$ cat src/rtl/q2a03_pkg.sv
// q2a03_pkg: shared constants and types for the Q2A03 sprite (OAM) DMA block.
//
// Contents:
//   OAM_DMA_ADDR / OAM_DATA_ADDR  trigger register and OAM data port addresses
//   ST_*                          controller state encodings (state_t)
//   bus_src_e                     bus mux source select (CPU / dummy read / DMA)
//   bus_req_t                     one bus request {addr, wr_data, rdwr}
//   is_oam_trigger()              decodes a CPU write to the trigger register
package q2a03_pkg;

    localparam logic [15:0] OAM_DMA_ADDR  = 16'h4014;
    localparam logic [15:0] OAM_DATA_ADDR = 16'h2004;

    typedef logic [2:0] state_t;

    localparam state_t ST_IDLE     = 3'd0;
    localparam state_t ST_HALT     = 3'd1;
    localparam state_t ST_ALIGN    = 3'd2;
    localparam state_t ST_READ     = 3'd3;
    localparam state_t ST_WRITE    = 3'd4;
    localparam state_t ST_DMC_READ = 3'd5;

    typedef enum logic [1:0] {
        SRC_CPU   = 2'd0,
        SRC_DUMMY = 2'd1,
        SRC_DMA   = 2'd2
    } bus_src_e;

    typedef struct packed {
        logic [15:0] addr;
        logic [7:0]  wr_data;
        logic        rdwr;
    } bus_req_t;

    function automatic logic is_oam_trigger(input logic [15:0] addr, input logic rdwr);
        return (rdwr == 1'b0) && (addr == OAM_DMA_ADDR);
    endfunction

endpackage

$ cat src/rtl/q2a03_bus_mux.sv
// q2a03_bus_mux: combinational source select for the system bus.
//
// Ports:
//   src      in   source select (CPU passthrough, dummy read, DMA request)
//   cpu_req  in   request presented by the core
//   dma_req  in   request generated by the DMA engine
//   bus_req  out  request driven onto the system bus
//
// A dummy read keeps the core's address on the bus but forces a read with
// zero write data, so a halted core can never write anything.
module q2a03_bus_mux
    import q2a03_pkg::*;
(
    input  bus_src_e src,
    input  bus_req_t cpu_req,
    input  bus_req_t dma_req,
    output bus_req_t bus_req
);

    always_comb begin
        bus_req = cpu_req;
        case (src)
            SRC_CPU: bus_req = cpu_req;
            SRC_DMA: bus_req = dma_req;
            default: begin
                bus_req.addr    = cpu_req.addr;
                bus_req.wr_data = 8'h00;
                bus_req.rdwr    = 1'b1;
            end
        endcase
    end

endmodule

$ cat src/rtl/q2a03_oam_dma.sv
// q2a03_oam_dma: sprite (OAM) DMA controller and bus arbiter for the Q2A03.
//
// While idle the core's bus cycles pass straight through. A core write to
// $4014 halts the core (cpu_ready=0) and copies XFER_LEN bytes from page
// $XX00 to $2004, one get (read) / put (write) cycle pair per byte, then
// returns the bus. All state advances only on G_clock edges with cyc_en=1.
//
// Ports:
//   G_clock, G_reset       clock, synchronous active-high reset
//   cyc_en                 one-clock strobe at each CPU cycle boundary
//   cpu_addr/wr_data/rdwr  core bus request (rdwr 1 = read)
//   cpu_ready              core ready input (0 halts the core)
//   bus_addr/wr_data/rdwr  arbitrated bus request
//   bus_rd_data            bus read data
//   dma_active             high while DMA owns the bus
//   dbg_state              current controller state (ST_* encoding)
//
// Optional build macro Q2A03_DMC_DMA_EN adds a DMC sample fetch channel:
//   dmc_req/dmc_addr in, dmc_ack/dmc_data out. A DMC request steals the next
//   get slot (even mid OAM transfer) and outranks OAM.
//
// Handshake: dmc_req is a level request sampled at cyc_en edges; dmc_ack is
// high for exactly one cyc_en cycle with dmc_data valid, and a request still
// asserted while dmc_ack is high is not serviced again.
module q2a03_oam_dma
    import q2a03_pkg::*;
#(
    parameter int XFER_LEN = 256
)
(
    input  logic        G_clock,
    input  logic        G_reset,
    input  logic        cyc_en,
    input  logic [15:0] cpu_addr,
    input  logic [7:0]  cpu_wr_data,
    input  logic        cpu_rdwr,
    output logic        cpu_ready,
    output logic [15:0] bus_addr,
    output logic [7:0]  bus_wr_data,
    output logic        bus_rdwr,
    input  logic [7:0]  bus_rd_data,
    output logic        dma_active,
`ifdef Q2A03_DMC_DMA_EN
    input  logic        dmc_req,
    input  logic [15:0] dmc_addr,
    output logic        dmc_ack,
    output logic [7:0]  dmc_data,
`endif
    output logic [2:0]  dbg_state
);

    localparam logic [7:0] CNT_MASK = 8'(XFER_LEN - 1);

    state_t     state_q, state_d;
    logic       parity_q, parity_d;   // 0 = get cycle, 1 = put cycle
    logic [7:0] page_q, page_d;
    logic [7:0] count_q, count_d;
    logic [7:0] latch_q, latch_d;
    state_t     get_state;            // where the next get slot goes

`ifdef Q2A03_DMC_DMA_EN
    logic       oam_busy_q, oam_busy_d;
    logic       dmc_ack_q, dmc_ack_d;
    logic [7:0] dmc_data_q, dmc_data_d;
    logic       dmc_pend;

    assign dmc_pend  = dmc_req & ~dmc_ack_q;
    // A halt that was not started by an OAM trigger exists only for the DMC.
    assign get_state = (dmc_pend || !oam_busy_q) ? ST_DMC_READ : ST_READ;
    assign dmc_ack   = dmc_ack_q;
    assign dmc_data  = dmc_data_q;
`else
    assign get_state = ST_READ;
`endif

    always_comb begin
        state_d  = state_q;
        parity_d = parity_q;
        page_d   = page_q;
        count_d  = count_q;
        latch_d  = latch_q;
`ifdef Q2A03_DMC_DMA_EN
        oam_busy_d = oam_busy_q;
        dmc_ack_d  = dmc_ack_q;
        dmc_data_d = dmc_data_q;
`endif
        if (cyc_en) begin
            parity_d = ~parity_q;
`ifdef Q2A03_DMC_DMA_EN
            dmc_ack_d = 1'b0;
`endif
            case (state_q)
                ST_IDLE: begin
                    if (is_oam_trigger(cpu_addr, cpu_rdwr)) begin
                        page_d  = cpu_wr_data;
                        state_d = ST_HALT;
`ifdef Q2A03_DMC_DMA_EN
                        oam_busy_d = 1'b1;
                    end else if (dmc_pend) begin
                        state_d = ST_HALT;
`endif
                    end
                end
                // parity_q is the parity of the HALT cycle itself: if it is
                // a put, the next cycle is already a get.
                ST_HALT:  state_d = parity_q ? get_state : ST_ALIGN;
                ST_ALIGN: state_d = get_state;
                ST_READ: begin
                    latch_d = bus_rd_data;
                    state_d = ST_WRITE;
                end
                ST_WRITE: begin
                    count_d = (count_q + 8'd1) & CNT_MASK;
                    if (count_q == CNT_MASK) begin
                        state_d = ST_IDLE;
`ifdef Q2A03_DMC_DMA_EN
                        oam_busy_d = 1'b0;
`endif
                    end else begin
                        state_d = get_state;
                    end
                end
`ifdef Q2A03_DMC_DMA_EN
                ST_DMC_READ: begin
                    dmc_ack_d  = 1'b1;
                    dmc_data_d = bus_rd_data;
                    // The following put slot of an OAM transfer is a dummy read.
                    state_d    = oam_busy_q ? ST_ALIGN : ST_IDLE;
                end
`endif
                default: state_d = ST_IDLE;
            endcase
        end
    end

    always_ff @(posedge G_clock) begin
        if (G_reset) begin
            state_q  <= ST_IDLE;
            parity_q <= 1'b0;
            page_q   <= 8'h00;
            count_q  <= 8'h00;
            latch_q  <= 8'h00;
`ifdef Q2A03_DMC_DMA_EN
            oam_busy_q <= 1'b0;
            dmc_ack_q  <= 1'b0;
            dmc_data_q <= 8'h00;
`endif
        end else begin
            state_q  <= state_d;
            parity_q <= parity_d;
            page_q   <= page_d;
            count_q  <= count_d;
            latch_q  <= latch_d;
`ifdef Q2A03_DMC_DMA_EN
            oam_busy_q <= oam_busy_d;
            dmc_ack_q  <= dmc_ack_d;
            dmc_data_q <= dmc_data_d;
`endif
        end
    end

    // Ready/active are derived from the registered state, so both change on
    // the same edge that enters or leaves IDLE.
    assign cpu_ready  = (state_q == ST_IDLE);
    assign dma_active = (state_q != ST_IDLE);
    assign dbg_state  = state_q;

    bus_src_e src;
    bus_req_t cpu_req, dma_req, bus_req;

    assign cpu_req.addr    = cpu_addr;
    assign cpu_req.wr_data = cpu_wr_data;
    assign cpu_req.rdwr    = cpu_rdwr;

    always_comb begin
        src             = SRC_DUMMY;
        dma_req.addr    = {page_q, count_q};
        dma_req.wr_data = 8'h00;
        dma_req.rdwr    = 1'b1;
        case (state_q)
            ST_IDLE: src = SRC_CPU;
            ST_READ: src = SRC_DMA;
            ST_WRITE: begin
                src             = SRC_DMA;
                dma_req.addr    = OAM_DATA_ADDR;
                dma_req.wr_data = latch_q;
                dma_req.rdwr    = 1'b0;
            end
`ifdef Q2A03_DMC_DMA_EN
            ST_DMC_READ: begin
                src          = SRC_DMA;
                dma_req.addr = dmc_addr;
            end
`endif
            default: src = SRC_DUMMY;
        endcase
    end

    q2a03_bus_mux u_bus_mux (
        .src     (src),
        .cpu_req (cpu_req),
        .dma_req (dma_req),
        .bus_req (bus_req)
    );

    assign bus_addr    = bus_req.addr;
    assign bus_wr_data = bus_req.wr_data;
    assign bus_rdwr    = bus_req.rdwr;

endmodule
$ cat config.mk
export PLATFORM = sky130hd
export DESIGN_NAME = q2a03_oam_dma
export DESIGN_NICKNAME = d
export VERILOG_FILES = /design/src/rtl/q2a03_pkg.sv /design/src/rtl/q2a03_bus_mux.sv /design/src/rtl/q2a03_oam_dma.sv
export SDC_FILE = /design/constraint.sdc
export NUM_CORES = 1
export LEC_CHECK = 0
export ABC_CLOCK_PERIOD_IN_PS = 2250
export CAP_MARGIN = 20
export CORE_MARGIN = 3
export CORE_UTILIZATION = 42
export DETAILED_ROUTE_END_ITERATION = 7
export GPL_TIMING_DRIVEN = 1
export PLACE_DENSITY = 0.91
export SETUP_SLACK_MARGIN = 0.05
export SLEW_MARGIN = 40
export SYNTH_ARGS = -nofsm -noshare
export SYNTH_HDL_FRONTEND = slang
export SYNTH_SLANG_ARGS = --single-unit
$ cat constraint.sdc
create_clock -name G_clock -period 2.25 [get_ports G_clock]
set_input_delay 0.225 -clock G_clock [delete_from_list [all_inputs] [get_ports G_clock]]
set_output_delay 0.225 -clock G_clock [all_outputs]
set_load 0.05 [all_outputs]
Yosys cells after proc, flatten, opt, wreduce, memory -nomap -nowiden
Index checks and enable logic that the tools add are counted.
{"block": "op_classes", "add_sub_neg": 1, "n_eq_ne": 8, "n_mux": 7, "n_bitwise": 2, "reduce_logical": 9}
{"cell": "$pmux W25 S2", "count": 1}
{"cell": "$mux W25", "count": 1}
{"cell": "$eq A16 B15 Y1 const B", "count": 1}
{"cell": "$pmux W3 S5", "count": 1}
{"cell": "$add A8 B1 Y8 const B", "count": 1}
{"cell": "$eq A8 B8 Y1 const B", "count": 1}
{"cell": "$eq A3 B2 Y1 const B", "count": 2}
{"cell": "$reduce_and A2 Y1", "count": 3}
{"cell": "$pmux W2 S2", "count": 1}
{"cell": "$eq A3 B1 Y1 const B", "count": 1}
{"cell": "$eq A3 B3 Y1 const B", "count": 1}
{"cell": "$logic_not A3 Y1", "count": 1}
{"cell": "$mux W3", "count": 1}
{"cell": "$reduce_and A3 Y1", "count": 1}
{"cell": "$reduce_bool A3 Y1", "count": 1}
{"cell": "$eq A2 B2 Y1 const B", "count": 1}
{"cell": "$logic_not A2 Y1", "count": 1}
{"cell": "$mux W2", "count": 1}
{"cell": "$ne A2 B1 Y1 const B", "count": 1}
{"cell": "$not A1 Y1", "count": 2}
{"cell": "$reduce_or A2 Y1", "count": 1}
{"cell": "$logic_and A1 B1 Y1", "count": 1}
{"cell": "$mux W1", "count": 1}
{"block": "word_totals", "regBits": 28, "inputBits": 36, "output_inout_bits": 30, "word_cells": 32}

Logic depth before layout (Yosys ltp)
{"block": "depth", "depth_word": 5, "mapped_depth": 7, "ltp_nobuf": 5}

Modules after synthesis
From an unflattened synthesis, not the netlist that was laid out.
{"block": "hier_totals", "cells_unflattened": 217, "area_unflattened_um2": 1894.3}
{"module": "q2a03_oam_dma", "n_inst": 1, "cells_per_inst": 178, "area_per_inst_um2": 1490.2}
{"module": "q2a03_bus_mux", "n_inst": 1, "cells_per_inst": 39, "area_per_inst_um2": 404.1}

Worst setup path before layout
Ideal clock, no wire load.
{"block": "synth_timing", "kind": "reg-to-output", "from": "reg state_q[0] (netlist: dbg_state[0])", "to": "out bus_wr_data[0]", "arrival_time_ns": 2.984, "setup_slack_ns": -0.959, "path_stages_with_launch": 6, "path_buffers": 2, "path_cell_list": "dfxtp_1 clkbuf_1 or3_1 clkbuf_1 clkinv_1 a22o_1"}
{"block": "synth_between", "elab_cells_between_ends": 9, "cone_classes": "3 x eq/ne; 3 x mux; 3 x reduce/logical"}
{"item": "start: declaration", "line_no": "q2a03_oam_dma.sv:54", "source": "state_t state_q, state_d;"}
{"item": "start signal: assignment", "line_no": "q2a03_oam_dma.sv:149", "source": "state_q <= state_d;"}
{"item": "$logic_not A3 Y1 (*)"}
{"item": "named net cpu_ready", "line_no": "q2a03_oam_dma.sv:37", "source": "output logic cpu_ready,"}
{"item": "$pmux W2 S2 (*)", "line_no": "q2a03_oam_dma.sv:180", "source": "case (state_q)"}
{"item": "$eq A2 B2 Y1 or $logic_not A2 Y1 (tied branches)", "line_no": "q2a03_bus_mux.sv:22", "source": "case (src)"}
{"item": "$pmux W25 S2 (*)", "line_no": "q2a03_bus_mux.sv:22"}
{"item": "end: declaration", "line_no": "q2a03_oam_dma.sv:39", "source": "output logic [7:0] bus_wr_data,"}
The timed path passes the listed nets; every way through them passes the cells marked *.

Worst setup path in the final report
{"block": "layout_timing", "from": "reg state_q[0] (netlist: dbg_state[0])", "to": "out bus_addr[2]"}
{"block": "layout_between", "elab_chain_cells": 5, "elab_cells_between_ends": 9, "cone_classes": "3 x eq/ne; 3 x mux; 3 x reduce/logical"}
{"item": "$eq A3 B3 Y1 or $eq A3 B2 Y1 (tied branches)", "line_no": "q2a03_oam_dma.sv:180"}
{"item": "$reduce_or A2 Y1 (no source line)"}
{"item": "$pmux W2 S2", "line_no": "q2a03_oam_dma.sv:180"}
{"item": "$eq A2 B2 Y1 or $logic_not A2 Y1 (tied branches)", "line_no": "q2a03_bus_mux.sv:22"}
{"item": "$pmux W25 S2 (*)", "line_no": "q2a03_bus_mux.sv:22"}
{"item": "end: declaration", "line_no": "q2a03_oam_dma.sv:38", "source": "output logic [15:0] bus_addr,"}
Every way passes the cells marked *; elsewhere a longest branch is shown, timed or not.

==> impl_metrics.json <==
{
  "wl_per_cell_um": 16.2,
  "path_clk_slew_ns": 0.10,
  "slew_viol_final": 0,
  "cts_setup_buffers": 0,
  "rsz0062_at_grt": "false",
  "cp.arrival_ns": 1.80,
  "die_w_um": 66.5,
  "synthArstFlopShare_pct": 0,
  "end_kind": "output pin",
  "r2r_setup_slack_ns": 0.63,
  "timing.final.crit_share_pct": 90.2,
  "fp-row-count": 21,
  "finalWeightedCongestion": 0.795,
  "ys_seq_elements": 28,
  "whs_path_depth": 2,
  "synth-edff-count": 0,
  "postRouteAntennaNets": 0,
  "final_cell_area_um2": 2610,
  "tritoncts": "built",
  "initial_core_util_pct": 44.7,
  "status": "finished clean",
  "die-area_um2": 4420,
  "n_antenna_cell": 0,
  "seq_area_frac_synth_pct": 36.5,
  "hp-class": "flop to flop",
  "timing_worst_setup_path_type": "flop to output pin",
  "synth_fp_nets": 217,
  "p_total_mw": 1.21,
  "syn_inst": 180,
  "grt_pass1_vias": 1571,
  "fillCellCount": 217,
  "core_area_um2": 3440,
  "remaining_drc_errors": 0,
  "post-route-util_pct": 75.7,
  "clk_path_buf_depth": 2,
  "syn_avg_cell_area_um2": 8.54,
  "grt_pass1_wl_mm": 7.51,
  "tightest_slew_ns": 0.499,
  "io_buffers": 65,
  "fin_tns_setup_ns": 0,
  "cts_hold_buf": 0,
  "pin_count": 66,
  "final_nets": 283,
  "synth-main-ff-cell": "dfxtp_1",
  "finalSetupViolCount": 0,
  "antenna_found_initial": 0,
  "post_synth_num_cell_types": 37,
  "fin_skew_ns": 0.00222,
  "fp.dieH_um": 66.5,
  "gr-total-overflow": 0,
  "cts_buffers": 3,
  "maxCapViolCount": 0,
  "post_dp_cell_area_um2": 2530,
  "p_per_area_nw_per_um2": 465,
  "vias": 1583,
  "max_slew_margin_pct": 66.6,
  "hold_viol": 0,
  "insertion_delay_ns": 0.27,
  "path_max_fanout": 11,
  "leakagePower_nw": 1.01,
  "fin_hold_ws_ns": 0.460,
  "cts_sinks": 28,
  "drt-total-wl_mm": 4.72,
  "final_common_cell": "clkdlybuf4s50_1",
  "drive_gt1_share_pct": 24.1,
  "start_kind": "flop",
  "htree_levels": 1,
  "root_buffer": "clkbuf_8",
  "drtIter0Drc": 119,
  "rr_worst_depth": 5,
  "grt_use_total_pct": 22.0,
  "viasPerCell": 5.44,
  "hpwl_mm": 3.53,
  "fmax_ghz": 0.493,
  "final_cell_mix": "clkdlybuf4s50_1, dfxtp_1, buf_12, nand2_1, nand2b_1",
  "crit_required_ns": 2.03,
  "dr.pass1.iters": 4,
  "grt_max_degree": 22,
  "period_minus_slack_ns": 2.03,
  "irDropWorstVdd_uv": 312,
  "area_growth_pct": 69.5,
  "syn_area_um2": 1540,
  "yosys_warnings": 0
}
path summary, 6_finish.rpt:
kind                              to                 startpoint
min          latch_q[7]$_SDFFE_PP0P_    latch_q[7]$_SDFFE_PP0P_
min reg2reg  latch_q[7]$_SDFFE_PP0P_    latch_q[7]$_SDFFE_PP0P_
max reg2reg   page_q[7]$_SDFFE_PP0P_  dbg_state[0]$_SDFFE_PP0P_
max                      bus_addr[2]  dbg_state[0]$_SDFFE_PP0P_
registers in the layout, summed over array words and instances, names as in the netlist:
signal / count
count_q: 8
dbg_state: 3
latch_q: 8
page_q: 8
parity_q: 1
cell type report:
class                   instances  area (µm²)  area share (%)
inverters                       2        12.5           0.480
multi-input cells             137         935            35.9
repair buffers                 74         966            37.1
well taps                      46        57.6            2.21
flip-flops and latches         28         564            21.7
clock buffers                   3        41.3            1.58
clock inverters                 1        30.0            1.15
metal layers:
metal	routed length, µm	up-vias	part of all wire [%]	GRT usage (%)
met1	2010	724	43	26.3
met5	0	-	0	0
met2	2310	72	49	38.4
met3	284	14	6.0	3.54
met4	116	0	2.5	9.64
li1	-	773	-	-
worst max-delay path, cell delays in order, from the launching register on:
cell	delay (ns)
dfxtp_2	0.46
and3b_2	0.35
buf_4	0.22
mux2i_1	0.22
nand2_1	0.11
buf_12	0.16
stage by stage:
| step | cells | setup WS, ns |
|---|---|---|
| after floorplan | 180 | 0.0144 |
| after CTS | 291 | 0.100 |
| after detailed placement | 287 | -0.0393 |
| after global routing | 291 | 0.0884 |
| after global placement | 287 | 0.0738 |
| final | 291 | 0.221 |
repair_timing:
item	CTS	global route
gates resized for setup	0	1
endpoints found under the hold margin	0	0
endpoints found under the setup margin	0	1
cells in the mapped netlist (all sizes together) (2+ instances only):
cell type   n  area, µm²
a21oi      11       55.1
a22o       22        194
and3        2       12.5
clkbuf     13       48.8
dfxtp      28        561
mux2i      11        110
nand2      24       90.1
nand2b     18        113
nand3       3       15.0
nand4       3       18.8
nor2       11       41.3
nor3        3       26.3
o21ai       2       10.0
or3         2       12.5
or4         2       18.8
xnor2       5       43.8
xor2        3       26.3
report_power, final:
group	leakage (nW)	total (mW)	internal [mW]	switching, mW
logic	0.744	0.317	0.171	0.146
registers	0.227	0.498	0.497	0.00147
clock network	0.0357	0.397	0.238	0.159
total	1.01	1.21	0.906	0.306
cell families (layout without fill, tap and decap cells):
group,after synthesis,in the layout,share of synthesized area [%]
multiplexers,11,11,7.16
AND/OR/NAND/NOR,77,77,27.9
flip-flops,28,28,36.5
adder cells (fa/ha/maj),1,1,0.814
buffers and inverters,15,80,3.66
XOR/XNOR,8,8,4.56
AO/OA/AOI/OAI,40,40,19.4
Note: power is estimated with default switching activity, not from simulation.
